`src/rtl/rf_wr_decoder.sv`:
```
// rtl/rf_wr_decoder.sv - multi-port register-file write-enable decoder with collision hold
//
// Purpose:
//   Decodes NPORTS binary write addresses into registered one-hot write
//   enables for the register file. Register 0 is hardwired zero, so its
//   writes produce no enable. When two ports target the same non-zero
//   register in one cycle, the lower-index port issues and the others are
//   parked in a per-port hold entry. The hold entries are then drained over
//   the following cycles while wr_ready_o stalls new requests.
//
// Ports:
//   clk            rising-edge clock
//   rst            synchronous active-high reset
//   wr_valid_i     per-port write request
//   wr_addr_i      packed per-port addresses, port p at [p*ADDR_W +: ADDR_W]
//   wr_ready_o     global accept; a port is taken when valid & ready
//   we_onehot_o    registered per-port one-hot enables, port p at [p*NREG +: NREG]
//   we_any_o       registered OR of all per-port enables
//   conflict_o     one-cycle pulse after an accepted set produced a loser
//   conflict_cnt_o saturating count of conflict events
module rf_wr_decoder #(
   parameter int ADDR_W    = 5,
   parameter int NREG      = 1 << ADDR_W,
   parameter int NPORTS    = 2,
   parameter bit ZERO_MASK = 1'b1,
   parameter int CNT_W     = 8
) (
   input  logic                     clk,
   input  logic                     rst,
   input  logic [NPORTS-1:0]        wr_valid_i,
   input  logic [NPORTS*ADDR_W-1:0] wr_addr_i,
   output logic                     wr_ready_o,
   output logic [NPORTS*NREG-1:0]   we_onehot_o,
   output logic [NREG-1:0]          we_any_o,
   output logic                     conflict_o,
   output logic [CNT_W-1:0]         conflict_cnt_o
);

   // Per-port hold entries for requests that lost arbitration.
   logic [NPORTS-1:0] hold_v;
   logic [ADDR_W-1:0] hold_a [NPORTS];

   logic                   draining;
   logic [NPORTS-1:0]      cand_v;
   logic [ADDR_W-1:0]      cand_a [NPORTS];
   logic [NPORTS-1:0]      blocked;
   logic [NPORTS-1:0]      issue;
   logic [NPORTS-1:0]      lose;
   logic [NPORTS*NREG-1:0] onehot_d;
   logic [NREG-1:0]        any_d;
   logic                   conflict_d;

   assign draining   = |hold_v;
   // New requests are only taken when nothing is parked in the hold.
   assign wr_ready_o = ~rst & ~draining;

   // Candidate selection: the hold entries when draining, else accepted inputs.
   always_comb begin
      cand_v = '0;
      for (int p = 0; p < NPORTS; p++) begin
         cand_a[p] = '0;
         if (draining) begin
            cand_v[p] = hold_v[p];
            cand_a[p] = hold_a[p];
         end else begin
            cand_v[p] = wr_valid_i[p] & wr_ready_o;
            cand_a[p] = wr_addr_i[p*ADDR_W +: ADDR_W];
         end
      end
   end

   // A port is blocked by any lower-index candidate on the same non-zero
   // address; address 0 never collides since it writes nothing.
   always_comb begin
      blocked = '0;
      for (int p = 0; p < NPORTS; p++) begin
         for (int q = 0; q < NPORTS; q++) begin
            if (q < p && cand_v[q] && cand_v[p] &&
                cand_a[q] == cand_a[p] && cand_a[p] != '0) begin
               blocked[p] = 1'b1;
            end
         end
      end
   end

   assign issue      = cand_v & ~blocked;
   assign lose       = cand_v & blocked;
   // Only collisions among freshly accepted requests count as events.
   assign conflict_d = ~draining & (|lose);

   always_comb begin
      onehot_d = '0;
      any_d    = '0;
      for (int p = 0; p < NPORTS; p++) begin
         if (issue[p] && !(ZERO_MASK && cand_a[p] == '0)) begin
            onehot_d[p*NREG +: NREG] = NREG'(1) << cand_a[p];
         end
         any_d = any_d | onehot_d[p*NREG +: NREG];
      end
   end

   always_ff @(posedge clk) begin
      if (rst) begin
         we_onehot_o    <= '0;
         we_any_o       <= '0;
         conflict_o     <= 1'b0;
         conflict_cnt_o <= '0;
         hold_v         <= '0;
         for (int p = 0; p < NPORTS; p++) begin
            hold_a[p] <= '0;
         end
      end else begin
         we_onehot_o <= onehot_d;
         we_any_o    <= any_d;
         conflict_o  <= conflict_d;
         if (conflict_d && conflict_cnt_o != {CNT_W{1'b1}}) begin
            conflict_cnt_o <= conflict_cnt_o + 1'b1;
         end
         // Winners leave the hold, losers (new or re-collided) stay parked.
         hold_v <= lose;
         for (int p = 0; p < NPORTS; p++) begin
            if (lose[p]) begin
               hold_a[p] <= cand_a[p];
            end
         end
      end
   end

endmodule

```
`config.mk`:
```
export PLATFORM = sky130hd
export DESIGN_NAME = rf_wr_decoder
export DESIGN_NICKNAME = d
export VERILOG_FILES = /design/src/rtl/rf_wr_decoder.sv
export SDC_FILE = /design/constraint.sdc
export NUM_CORES = 1
export LEC_CHECK = 0
export CAP_MARGIN = 10
export CORE_ASPECT_RATIO = 1.2
export CORE_MARGIN = 2
export CORE_UTILIZATION = 30
export CTS_CLUSTER_DIAMETER = 120
export CTS_CLUSTER_SIZE = 10
export DETAILED_ROUTE_END_ITERATION = 8
export PLACE_DENSITY = 0.63
export SKIP_LAST_GASP = 1
export SYNTH_ARGS = -nofsm -noshare
export SYNTH_HDL_FRONTEND = slang
export SYNTH_SLANG_ARGS = --single-unit
```
`constraint.sdc`:
```
create_clock -name clk -period 4.8 [get_ports clk]
set_input_delay 1.2 -clock clk [delete_from_list [all_inputs] [get_ports clk]]
set_output_delay 1.2 -clock clk [all_outputs]
set_load 0.02 [all_outputs]
```
Yosys cells after proc, flatten, opt, wreduce, memory -nomap -nowiden
Memory sizes are Yosys's and may differ from the RTL's.
Cells that the tools add are included.
Widths: inputs -> output; s select.

operators by class
  add/sub/neg operators = 1
  eq/ne operators = 2
  shifts and indexed selects = 2
  mux-type cells = 17
  bitwise gates (word level) = 12
  reductions and logical operators = 13

operators with widths
  kind                  number
  $mux 32               2
  $shl 1x5->32 const A  2
  $or 32x32->32         1
  $mux 5                4
  $mux 1                11
  $logic_not 5->1       2
  $add 8x1->8 const B   1
  $ne 8x8->1 const B    1
  $logic_and 1x1->1     6
  $eq 5x5->1            1
  $reduce_bool 5->1     1
  $and 1x1->1           4
  $and 2x2->2           2
  $reduce_or 2->1       2
  $logic_not 1->1       2
  $not 1->1             2
  $not 2->2             1
  $or 1x1->1            2

word-level totals
  register bits after elaboration = 107
  RAM bits = 10
  bits of input ports = 14
  output and inout bits = 106
  word-level logic and storage cells = 53
  memories = 1

memories
  memory  words  bits a word  rd ports  clocked after memory_dff  write ports  line  RTL
  hold_a  2      5            2         0                         2            41    logic [ADDR_W-1:0] hold_a [NPORTS];

Depth between registers and ports, before layout
  word-level depth = 14
  gate-level depth with buffers = 7
  depth with buffers taken out = 5

Worst setup path after synthesis
No wires, ideal clock.

  path type = input port to flip-flop
  start = input port wr_addr_i[2]
  end = memory hold_a[1][0], in the netlist hold_a[0][5], enable pin
  setup time = 0.376 ns
  arrival time = 2.554 ns
  data required time = 4.424 ns
  setup slack = 1.870 ns
  stages = 5
  path through = xnor2_1 -> nand3_1 -> o22a_1 -> clkbuf_1 -> o31ai_1

RTL lines
  element      line  RTL
  from (decl)  31    input logic [NPORTS*ADDR_W-1:0] wr_addr_i,
  to (decl)    41

Worst setup path in the final report
  start = input port rst
  end = output port wr_ready_o

between the ends
  longest elaborated chain between the ends = 2

ends and longest elaborated chain
  element      line  RTL
  from (decl)  29    input logic rst,
  $not 1->1    55    assign wr_ready_o = ~rst & ~draining;
  $and 1x1->1  55
  to (decl)    32    output logic wr_ready_o,

Every way passes these cells.

==> out/summary.txt <==
final routed wire length divided by cell count - 16.08 um
Net Switching - 522.9 uW
Std-Cell Core Area - 13700 um2
number of instances in the placed design - 694
overall track demand over capacity in global routing - 15.63%
internal cell power - 1.847 mW
fraction of the yosys area taken by sequential cells - 57.19%
Worst-Margin Slew - 0.7922 ns
post-CTS sizing - 0
dominant register cell in the synthesized netlist - sky130_fd_sc_hd__dfxtp_1
Pins Over Slew Limit - 0
via count - 3489
area share of the largest cell type after synthesis - 50.73%
Post-CTS Hold Fix Bufs - 0
Post-Synthesis Cell Area - 4183 um2
wire length of the first global-routing pass - 18.07 mm
Worst Hold Depth - 2
maximum number of pins on one net before global-route repair - 63
Fmax - 280.8 MHz
number of buffers added by the clock tree synthesis step - 17
number of cell rows - 47
number of levels the H-tree was split into - 4
detail-routed via count per cell - 4.806
delay of the slowest cell on the worst path - 0.63 ns
largest buffer count on any clock path - 2
final hold vios - 0
Netlist cell types - 55
quantity of I/O buffers inserted on ports - 119
power density cells - 385.4 nW/um2
required arrival time at the worst endpoint - 3.60 ns
share of power burned in registers - 41.6%
remaining antenna violation count - 0
post-DP HPWL - 8.752 mm
final worst-path cycle share - 74.19%
slowest cell on the critical path - sky130_fd_sc_hd__clkdlybuf4s50_1
CTS sink cnt - 115
leakage power total - 2.283 nW
die area - 14910 um2
part of the total power dissipated in combinational logic - 5.1%
die extent in x - 111.8 um
class of the most critical hold timing path - flop to flop
Antenna Cells - 0
critical path arrival - 2.36 ns
switching power as a share of total power - 22.06%
CP Max Fanout - 2
initial DRC count - 156
Total Negative Setup Slacks - 0 ns
buffers inserted during post-CTS setup optimization - 0
RSZ-0062 raised after global routing - no
top area cells in the synthesized netlist - sky130_fd_sc_hd__dfxtp_1, sky130_fd_sc_hd__edfxtp_1, sky130_fd_sc_hd__nor2_1
residual DRC count - 0
max-cap check violation count - 0
Synth top cells by count - sky130_fd_sc_hd__dfxtp_1, sky130_fd_sc_hd__nor2_1, sky130_fd_sc_hd__nand2_1, sky130_fd_sc_hd__o22ai_1, sky130_fd_sc_hd__nand3_1
Setup CP Type - input pin to output pin
number of synthesized register bits - 115
Worst Setup Slack, final - 1.239 ns
global route total overflow - 0
Post-Place Setup Slack - 1.016 ns
effective utilization at floorplan - 30.53%
Placer Congestion - 0.8927
shortest clock period the worst path allows after layout - 3.561 ns
Critical Path, Cell by Cell - clkdlybuf4s50_1 > nor2_1 > clkdlybuf4s50_1
antenna violations before repair - 0
outcome - finished, final reports clean
layout cells sized above 1 - 9.730%
normalized max-slew margin - 47.19%
most used cell, CP - sky130_fd_sc_hd__clkdlybuf4s50_1
worst r2r path cells - 6
final layout net count - 557
critical path capture point type - output pin
y dimension of the die - 133.4 um
most repeated cell in the gate-level netlist after synthesis - sky130_fd_sc_hd__dfxtp_1
via count of the first global-routing pass - 3320
Clock Power Share - 53.3%
element type at the critical path start - input pin
average size of a mapped cell - 10.03 um2
YS warnings - 0
Area Overhead vs Synth - 47.02%
clk root buf - sky130_fd_sc_hd__clkbuf_16
clock edge transition at the registers on the reported setup and hold paths - 0.06 ns
CTS tree - built
async set-or-reset flop fraction in the synthesized netlist - 0%
highest ir drop seen on vdd - 254.9 uV
wirelength, routed - 11.68 mm
number of instances in the synthesized netlist - 417
Synth area leader - sky130_fd_sc_hd__dfxtp_1
Finish-stage setup viols - 0
clock skew after layout - 0.01432 ns
count of flip-flops with a built-in enable after synthesis - 9
I/O pin total - 120
source-to-sink clock delay at the later pin of the worst-skew pair - 0.41 ns
router iterations before antenna repair - 4
final instance count without filler cells - 726
-- state kept, by name, summed over array words and instances (netlist names) --
signal / count
conflict_cnt_o: 8
conflict_o: 1
hold_a: 9
hold_v: 1
we_any_o: 32
we_onehot_o: 64
-- metrics by stage --
| step | utilization (%) | power (mW) | hold WS [ns] | area, um2 |
|---|---|---|---|---|
| 2_1_floorplan | - | 1.072 | 0.5546 | 4190 |
| 3_3_place_gp | 40.44 | 1.126 | 0.4927 | 5542 |
| 3_5_place_dp | 40.44 | 1.128 | 0.5293 | 5542 |
| 4_1_cts | 44.88 | 2.388 | 0.5383 | 6150 |
| 5_1_grt | 44.88 | 2.446 | 0.5668 | 6150 |
| 6_report | 44.88 | 2.370 | 0.5272 | 6150 |
-- cells by family (layout without fill, tap and decap cells) --
| logic type | Yosys count | count (layout) | synth area share [%] |
|---|---|---|---|
| and+or+nand+nor | 196 | 196 | 24.35 |
| adders and majority gates | 1 | 1 | 0.2991 |
| other | 1 | 3 | 0.08965 |
| muxes | 12 | 12 | 3.081 |
| AOI/OAI and AO/OA | 58 | 58 | 10.14 |
| DFF | 115 | 115 | 57.19 |
| buffers and inverters | 25 | 161 | 2.782 |
| xor gates and xnor gates | 9 | 9 | 2.064 |
-- worst max-delay path, delay by kind of cell --
family	cells	cell delay, ns
and+or+nand+nor	1	0.12
buffers and inverters	2	1.04
-- path summary, 6_finish.rpt --
| check | slack, ns | endpoint | start |
|---|---|---|---|
| max reg2reg | 2.50 | we_any_o[4] | hold_v[1] |
| min | 0.53 | conflict_cnt_o[1] | conflict_cnt_o[1] |
| min reg2reg | 0.53 | conflict_cnt_o[1] | conflict_cnt_o[1] |
| max | 1.24 | wr_ready_o | rst |
-- final cells by class --
type                    instances  area, um2
clock inverters                14      178.9
clock buffers                  18      429.2
inverters                       5      18.77
well taps                     171      214.0
fillers                      1316       7552
repair buffers                124       1229
multi-input cells             279       1688
flip-flops and latches        115       2392
-- layout by cell type, fill, tap and decap left out, types with 3 or more instances in the layout --
master / instances
sky130_fd_sc_hd__o22ai_1: 30
sky130_fd_sc_hd__conb_1: 3
sky130_fd_sc_hd__nand2b_1: 10
sky130_fd_sc_hd__dfxtp_1: 106
sky130_fd_sc_hd__a22oi_2: 3
sky130_fd_sc_hd__a21oi_1: 3
sky130_fd_sc_hd__nand3_1: 15
sky130_fd_sc_hd__xnor2_1: 8
sky130_fd_sc_hd__inv_1: 5
sky130_fd_sc_hd__nand3b_1: 9
sky130_fd_sc_hd__buf_4: 5
sky130_fd_sc_hd__mux2i_1: 5
sky130_fd_sc_hd__edfxtp_1: 9
sky130_fd_sc_hd__clkdlybuf4s50_1: 119
sky130_fd_sc_hd__nand2_1: 40
sky130_fd_sc_hd__mux2_1: 7
sky130_fd_sc_hd__nor3_1: 3
sky130_fd_sc_hd__bufinv_16: 3
sky130_fd_sc_hd__a21oi_2: 3
sky130_fd_sc_hd__o21ai_1: 3
sky130_fd_sc_hd__a22oi_1: 3
sky130_fd_sc_hd__clkbuf_16: 17
sky130_fd_sc_hd__nor2_1: 72
sky130_fd_sc_hd__or3b_2: 3
sky130_fd_sc_hd__o22a_1: 4
sky130_fd_sc_hd__nor2b_1: 7
sky130_fd_sc_hd__or3b_1: 4
sky130_fd_sc_hd__nor4_1: 14
sky130_fd_sc_hd__clkinv_4: 6
-- power by group through the flow --
stage	logic [mW]	registers [mW]	clock network (mW)
finish	0.122	0.986	1.26
CTS	0.122	0.986	1.28
global placement	0.120	1.01	0
detailed placement	0.121	1.01	0
floorplan	0.0586	1.01	0
global route	0.131	0.987	1.33
-- layer usage --
metal / part of all wire [%] / vias to the layer above / GRT usage, %
met4: 1.3 / 0 / 5.967
met5: 0 / - / 0
met1: 42 / 1613 / 18.84
li1: - / 1721 / -
met3: 7.0 / 13 / 4.959
met2: 50 / 142 / 26.06
No activity file was read; power rests on OpenSTA's default activity.
